`src/rtl/rf_alu_seq.sv`:
```
// rf_alu_seq: multi-cycle fetch/decode/mem/write-back sequencer
// driving the RF_ALU datapath controls.
module rf_alu_seq #(
  parameter logic [15:0] PC_RESET = 16'h0000,
  parameter int          CNT_W    = 16
) (
  input  logic             CLK,
  input  logic             CLR,
  input  logic             start,
  output logic             imem_req,
  output logic [15:0]      imem_addr,
  input  logic             imem_ack,
  input  logic [15:0]      imem_rdata,
  output logic             dmem_req,
  output logic             dmem_we,
  output logic [15:0]      dmem_addr,
  output logic [15:0]      dmem_wdata,
  input  logic             dmem_ack,
  input  logic [15:0]      Result,
  input  logic [15:0]      RD2,
  input  logic             C,
  input  logic             V,
  input  logic             N,
  input  logic             Z,
  output logic [1:0]       ALUctrl,
  output logic             ALUsrc,
  output logic [2:0]       RdAddr,
  output logic [2:0]       RnAddr,
  output logic [2:0]       RmAddr,
  output logic [7:0]       imm8,
  output logic [4:0]       imm5,
  output logic             MOV,
  output logic             ALU2Rd,
  output logic             LHI,
  output logic             LLI,
  output logic             MemoryW,
  output logic             PCW,
  output logic             WE,
  output logic             S_Rn_or_Rd,
  output logic [15:0]      PC_data,
  output logic [3:0]       flags,
  output logic             busy,
  output logic             halted,
  output logic             illegal,
  output logic [CNT_W-1:0] retired
);

  typedef enum logic [2:0] {
    S_IDLE, S_FETCH, S_DECODE, S_EXEC, S_MEM, S_WB, S_HALT
  } state_t;

  localparam logic [4:0] OP_ALU  = 5'b00000;
  localparam logic [4:0] OP_ADDI = 5'b00001;
  localparam logic [4:0] OP_SUBI = 5'b00010;
  localparam logic [4:0] OP_MOV  = 5'b00011;
  localparam logic [4:0] OP_LHI  = 5'b00100;
  localparam logic [4:0] OP_LLI  = 5'b00101;
  localparam logic [4:0] OP_LDR  = 5'b00110;
  localparam logic [4:0] OP_STR  = 5'b00111;
  localparam logic [4:0] OP_JAL  = 5'b01000;
  localparam logic [4:0] OP_HLT  = 5'b11111;

  state_t           r_state;
  state_t           w_next;
  logic [15:0]      r_pc;
  logic [15:0]      r_ir;
  logic [3:0]       r_flags;
  logic [CNT_W-1:0] r_ret;
  logic             r_ill;
  logic [15:0]      r_daddr;
  logic [15:0]      r_dwdata;
  logic             r_dwe;

  logic [4:0]  w_op;
  logic        w_alu, w_addi, w_subi, w_mov, w_lhi, w_lli;
  logic        w_ldr, w_str, w_jal, w_hlt, w_bad, w_arith;
  logic        w_act;
  logic        w_retire;
  logic [15:0] w_pc1;
  logic [15:0] w_jtgt;

  assign w_op    = r_ir[15:11];
  assign w_alu   = (w_op == OP_ALU);
  assign w_addi  = (w_op == OP_ADDI);
  assign w_subi  = (w_op == OP_SUBI);
  assign w_mov   = (w_op == OP_MOV);
  assign w_lhi   = (w_op == OP_LHI);
  assign w_lli   = (w_op == OP_LLI);
  assign w_ldr   = (w_op == OP_LDR);
  assign w_str   = (w_op == OP_STR);
  assign w_jal   = (w_op == OP_JAL);
  assign w_hlt   = (w_op == OP_HLT);
  assign w_arith = w_alu | w_addi | w_subi;
  assign w_bad   = ~(w_arith | w_mov | w_lhi | w_lli | w_ldr
                   | w_str | w_jal | w_hlt);

  assign w_pc1  = r_pc + 16'd1;
  assign w_jtgt = w_pc1 + {{8{r_ir[7]}}, r_ir[7:0]};

  assign w_act = (r_state == S_DECODE) || (r_state == S_EXEC)
              || (r_state == S_MEM) || (r_state == S_WB);

  assign w_retire = (r_state == S_WB)
                 || ((r_state == S_MEM) && dmem_ack && r_dwe);

  always_ff @(posedge CLK or negedge CLR) begin
    if (!CLR) begin
      r_state  <= S_IDLE;
      r_pc     <= PC_RESET;
      r_ir     <= '0;
      r_flags  <= '0;
      r_ret    <= '0;
      r_ill    <= 1'b0;
      r_daddr  <= '0;
      r_dwdata <= '0;
      r_dwe    <= 1'b0;
    end else begin
      r_state <= w_next;
      if (r_state == S_FETCH && imem_ack)
        r_ir <= imem_rdata;
      if (r_state == S_DECODE && w_bad)
        r_ill <= 1'b1;
      if (r_state == S_EXEC) begin
        r_daddr  <= Result;
        r_dwdata <= RD2;
        r_dwe    <= w_str;
      end
      if (r_state == S_WB && w_arith)
        r_flags <= {C, V, N, Z};
      if (w_retire) begin
        r_ret <= r_ret + CNT_W'(1);
        r_pc  <= w_jal ? w_jtgt : w_pc1;
      end
    end
  end

  always_comb begin
    w_next = r_state;
    unique case (r_state)
      S_IDLE:   if (start) w_next = S_FETCH;
      S_FETCH:  if (imem_ack) w_next = S_DECODE;
      S_DECODE: begin
        if (w_hlt || w_bad)      w_next = S_HALT;
        else if (w_ldr || w_str) w_next = S_EXEC;
        else                     w_next = S_WB;
      end
      S_EXEC:   w_next = S_MEM;
      S_MEM: begin
        if (dmem_ack) w_next = r_dwe ? S_FETCH : S_WB;
      end
      S_WB:     w_next = S_FETCH;
      S_HALT:   w_next = S_HALT;
      default:  w_next = S_IDLE;
    endcase
  end

  // Decode fields are held from DECODE through WB
  always_comb begin
    imem_req   = (r_state == S_FETCH);
    imem_addr  = (r_state == S_FETCH) ? r_pc : 16'h0000;
    dmem_req   = (r_state == S_MEM);
    dmem_we    = (r_state == S_MEM) & r_dwe;
    dmem_addr  = (r_state == S_MEM) ? r_daddr : 16'h0000;
    dmem_wdata = (r_state == S_MEM) ? r_dwdata : 16'h0000;
    ALUctrl    = 2'b00;
    ALUsrc     = 1'b0;
    RdAddr     = 3'd0;
    RnAddr     = 3'd0;
    RmAddr     = 3'd0;
    imm8       = 8'h00;
    imm5       = 5'h00;
    S_Rn_or_Rd = 1'b0;
    PC_data    = 16'h0000;
    if (w_act) begin
      RdAddr     = r_ir[10:8];
      RnAddr     = r_ir[7:5];
      RmAddr     = r_ir[4:2];
      imm8       = r_ir[7:0];
      imm5       = r_ir[4:0];
      ALUsrc     = w_addi | w_subi | w_ldr | w_str;
      S_Rn_or_Rd = w_str;
      if (w_alu)       ALUctrl = r_ir[1:0];
      else if (w_subi) ALUctrl = 2'b10;
      if (w_jal)       PC_data = w_pc1;
    end
  end

  always_comb begin
    WE      = 1'b0;
    MOV     = 1'b0;
    ALU2Rd  = 1'b0;
    LHI     = 1'b0;
    LLI     = 1'b0;
    MemoryW = 1'b0;
    PCW     = 1'b0;
    if (r_state == S_WB) begin
      WE = 1'b1;
      unique case (1'b1)
        w_arith: ALU2Rd  = 1'b1;
        w_mov:   MOV     = 1'b1;
        w_lhi:   LHI     = 1'b1;
        w_lli:   LLI     = 1'b1;
        w_ldr:   MemoryW = 1'b1;
        w_jal:   PCW     = 1'b1;
        default: WE      = 1'b0;
      endcase
    end
  end

  assign busy    = w_act || (r_state == S_FETCH);
  assign halted  = (r_state == S_HALT);
  assign illegal = r_ill;
  assign flags   = r_flags;
  assign retired = r_ret;

endmodule

```
`config.mk`:
```
export PLATFORM = sky130hd
export DESIGN_NAME = rf_alu_seq
export DESIGN_NICKNAME = d
export VERILOG_FILES = /design/src/rtl/rf_alu_seq.sv
export SDC_FILE = /design/constraint.sdc
export NUM_CORES = 1
export LEC_CHECK = 0
export ABC_AREA = 1
export CAP_MARGIN = 15
export CORE_ASPECT_RATIO = 1.5
export CORE_MARGIN = 2
export CORE_UTILIZATION = 42
export CTS_CLUSTER_DIAMETER = 150
export DETAILED_ROUTE_END_ITERATION = 7
export PLACE_DENSITY = 0.83
export RECOVER_POWER = 100
export SYNTH_ARGS = -nofsm -noshare
export SYNTH_HDL_FRONTEND = slang
export SYNTH_SLANG_ARGS = --single-unit
```
`constraint.sdc`:
```
create_clock -name CLK -period 2.2 [get_ports CLK]
set_input_delay 0.22 -clock CLK [delete_from_list [all_inputs] [get_ports CLK]]
set_output_delay 0.22 -clock CLK [all_outputs]
set_load 0.02 [all_outputs]
```
==> metrics.txt <==
status=finished with violations; failing checks=setup timing; CTS tree=yes; Max FO, Critical Path=5; 1st-iter DRT viols=316; FF-to-FF End=r_pc[14]$_DFFE_PN0P_; die area=14,300 um^2; Final Critical Period=2.54 ns; Slew @ Worst Pin=1.26 ns; Critical Path Source=r_pc[1]$_DFFE_PN0P_; IO Count=180; # setup viols final=25; final worst path period share=116%; flop and latch count out of synthesis=89; layout cells sized above 1=26.6%; root buf cell=clkbuf_16; H-tree Lvls=3; Ys Warns=0; DP Wirelength=13,700 um; Initial Utilization=43.1%; # DRC=0; Gate Count Post-Synth=775; multi-input logic area=3330 um^2; Reg clk slew, reported paths=0.07 ns; CP arrival=2.78 ns; critical path class=flip-flop to flip-flop; Worst path max stage delay=0.36 ns; Synthesized Nets=850; register area=2230 um^2; commonest non-fill, non-tap cells in the layout=154 x nor2_1, 105 x inv_1, 91 x nand2_1; Final Net Count=1,111; Sink Count=89; R2R setup slack=-0.34 ns; Syn Area/Cell=7.24 um^2; asr flop ratio synth=100%; Crit-path slowest cell=dfrtp_1; Pre-antenna DRT Iters=5; RSZ-0062 raised after global routing=true; vias in the first global route=6,053; most frequent CP cell=nand2_2; GP Congestion=0.932; largest net degree at the start of global routing=68; Die Y=146 um; remaining global-route overflow=0; clk_skew=0.00954 ns; vias per inst=5.03; core area=13,000 um^2; static leakage=0.00471 uW; final hold slack=0.441 ns; Area Growth Syn to Fin=60.9%; Area after DPL=8270 um^2; detailed-route via count=6,040; fin. max-slew vios=0; FF-to-FF Start=r_pc[1]$_DFFE_PN0P_; Worst setup SP type=flip-flop; first-pass GRT wire length=29,200 um; routed length per instance=15.3 um; crit path cell chain=buf_4 > nand2_2 > nor2_4 > buf_6 > buf_6 > xor2_4 > inv_2 > ha_4 > a21oi_4 > nand2_2 > a21boi_4 > or2_4 > nand2_1 > nand2_1 > nand3_2 > nand2_2 > nand2_2; final worst slack=-0.341 ns; filler cell count=1,053; design area=9020 um^2; most common cell after layout, fill and taps aside=nor2_1; Worst-Skew Late Latency=0.35 ns; CTS Buffer Depth=2; worst setup path endpoint=r_pc[14]$_DFFE_PN0P_; initial antenna violation count=0; Diodes inserted=0; HP Class=primary input to flip-flop; Slew HR=15.9%; die width=98.3 um; count of different cell masters after synthesis=42; port bufs=179; ys flop type=dfrtp_1; GRT Overall Usage=25.1%; Site Rows=51; VDD IR max=0.000710 V; Max-Cap Viols=0; FF-to-FF path depth=17; EDFF count, synth=0; Critical Path Sink Type=flip-flop; final hold viol count=0; Post-Syn Area=5610 um^2; TritonCTS buffer count=9; ANT nets after route=0; Crit path required time=2.44 ns; pwr/cell area=1510 nW/um^2; Total Wirelength=18,300 um; FMAX=394 MHz; post-synthesis sequential area ratio=39.7%
## cell families (layout without fill, tap and decap cells)
| kind of cell | count (synthesis) | in the layout | share of synthesized area [%] |
|---|---|---|---|
| xor gates and xnor gates | 28 | 28 | 4.37 |
| muxes | 4 | 4 | 0.803 |
| buffers and inverters | 157 | 423 | 11.7 |
| DFF | 89 | 89 | 39.7 |
| and+or+nand+nor | 365 | 365 | 28.3 |
| adders and majority gates | 18 | 18 | 4.15 |
| AOI/OAI and AO/OA | 114 | 114 | 10.9 |
## critical path, delay by kind of cell, from the launching register on
family,cells,cell delay [ns]
compound gates,2,0.40
fa+ha+maj,1,0.24
buf+inv,4,0.43
flops,1,0.36
simple gates,9,0.83
xor+xnor,1,0.17
## synth_stat cells, types with 3 or more instances
cell type | count | share of area (%)
buf_4 | 12 | 1.6
nor2_1 | 168 | 11
clkbuf_1 | 8 | 0.54
nand3_1 | 32 | 2.9
buf_2 | 7 | 0.62
a31oi_1 | 3 | 0.33
o21ai_1 | 3 | 0.27
nor3_1 | 11 | 0.98
dfrtp_1 | 89 | 40
mux2_2 | 4 | 0.80
a21oi_1 | 73 | 6.5
o21ai_0 | 22 | 2.0
clkinv_1 | 3 | 0.20
nand2_1 | 120 | 8.0
xor2_1 | 21 | 3.3
xnor2_1 | 7 | 1.1
nand3_2 | 3 | 0.54
nand2_4 | 3 | 0.60
buf_1 | 5 | 0.33
inv_2 | 3 | 0.20
nor2_4 | 5 | 1.0
o211ai_1 | 4 | 0.54
nand4_1 | 12 | 1.3
ha_1 | 17 | 3.8
inv_1 | 117 | 7.8
## per-stage QoR
step | TNS (ns) | utilization (%) | setup WS [ns] | cells | power, uW
6_report | -3.19 | 69.3 | -0.341 | 1200 | 13600
5_1_grt | -8.75 | 69.3 | -0.457 | 1200 | 14600
4_1_cts | -1.74 | 67.6 | -0.268 | 1195 | 12900
3_5_place_dp | -3.77 | 63.5 | -0.408 | 1166 | 10700
3_3_place_gp | -2.99 | 63.5 | -0.393 | 1166 | 10600
2_1_floorplan | -0.0305 | - | -0.0161 | 775 | 7470
## repair_timing
action                                  CTS  global route
setup buffers                            12             7
endpoints found under the hold margin    46             0
resized for setup                       169           130
pin swaps                                31            51
hold buffers                              1             0
endpoints found under the setup margin  112            53
## flip-flops by register name (all words and copies together), names as in the netlist
register	count
r_state	3
r_pc	16
flags	4
r_daddr	16
illegal	1
r_dwdata	16
r_dwe	1
r_ir	16
retired	16
## cell type report
cell class | instances | share of cell area [%]
flip-flops and latches | 89 | 24.7
inverters | 123 | 5.17
well taps | 159 | 2.20
multi-input cells | 529 | 36.9
repair buffers | 284 | 27.3
clock inverters | 7 | 1.25
clock buffers | 9 | 2.50
## per-layer routing
metal / track usage (%) / part of all wire [%] / wire length, um
met5: 0 / 0 / 0
met4: 10.5 / 4.2 / 772
met3: 5.96 / 6.7 / 1220
met2: 44.9 / 52 / 9610
met1: 28.1 / 37 / 6730
## power by group
group	internal [uW]	total [uW]	switching, uW
registers	2280	2700	420
logic	3970	9170	5200
clock network	1020	1740	716
total	7280	13600	6330
## worst min path at each step
stage / startpoint / to / slack (ns) / depth (start not counted)
floorplan: CLR / flags[0]$_DFFE_PN0P_ / -0.08 / 0
global placement: CLR / flags[0]$_DFFE_PN0P_ / 0.29 / 1
detailed placement: CLR / flags[1]$_DFFE_PN0P_ / 0.29 / 1
CTS: RD2[14] / r_dwdata[14]$_DFFE_PN0P_ / 0.43 / 3
global route: imem_rdata[12] / r_ir[12]$_DFFE_PN0P_ / 0.44 / 3
finish: Result[10] / r_daddr[10]$_DFFE_PN0P_ / 0.44 / 3
Power figures use the tool's default switching activity.
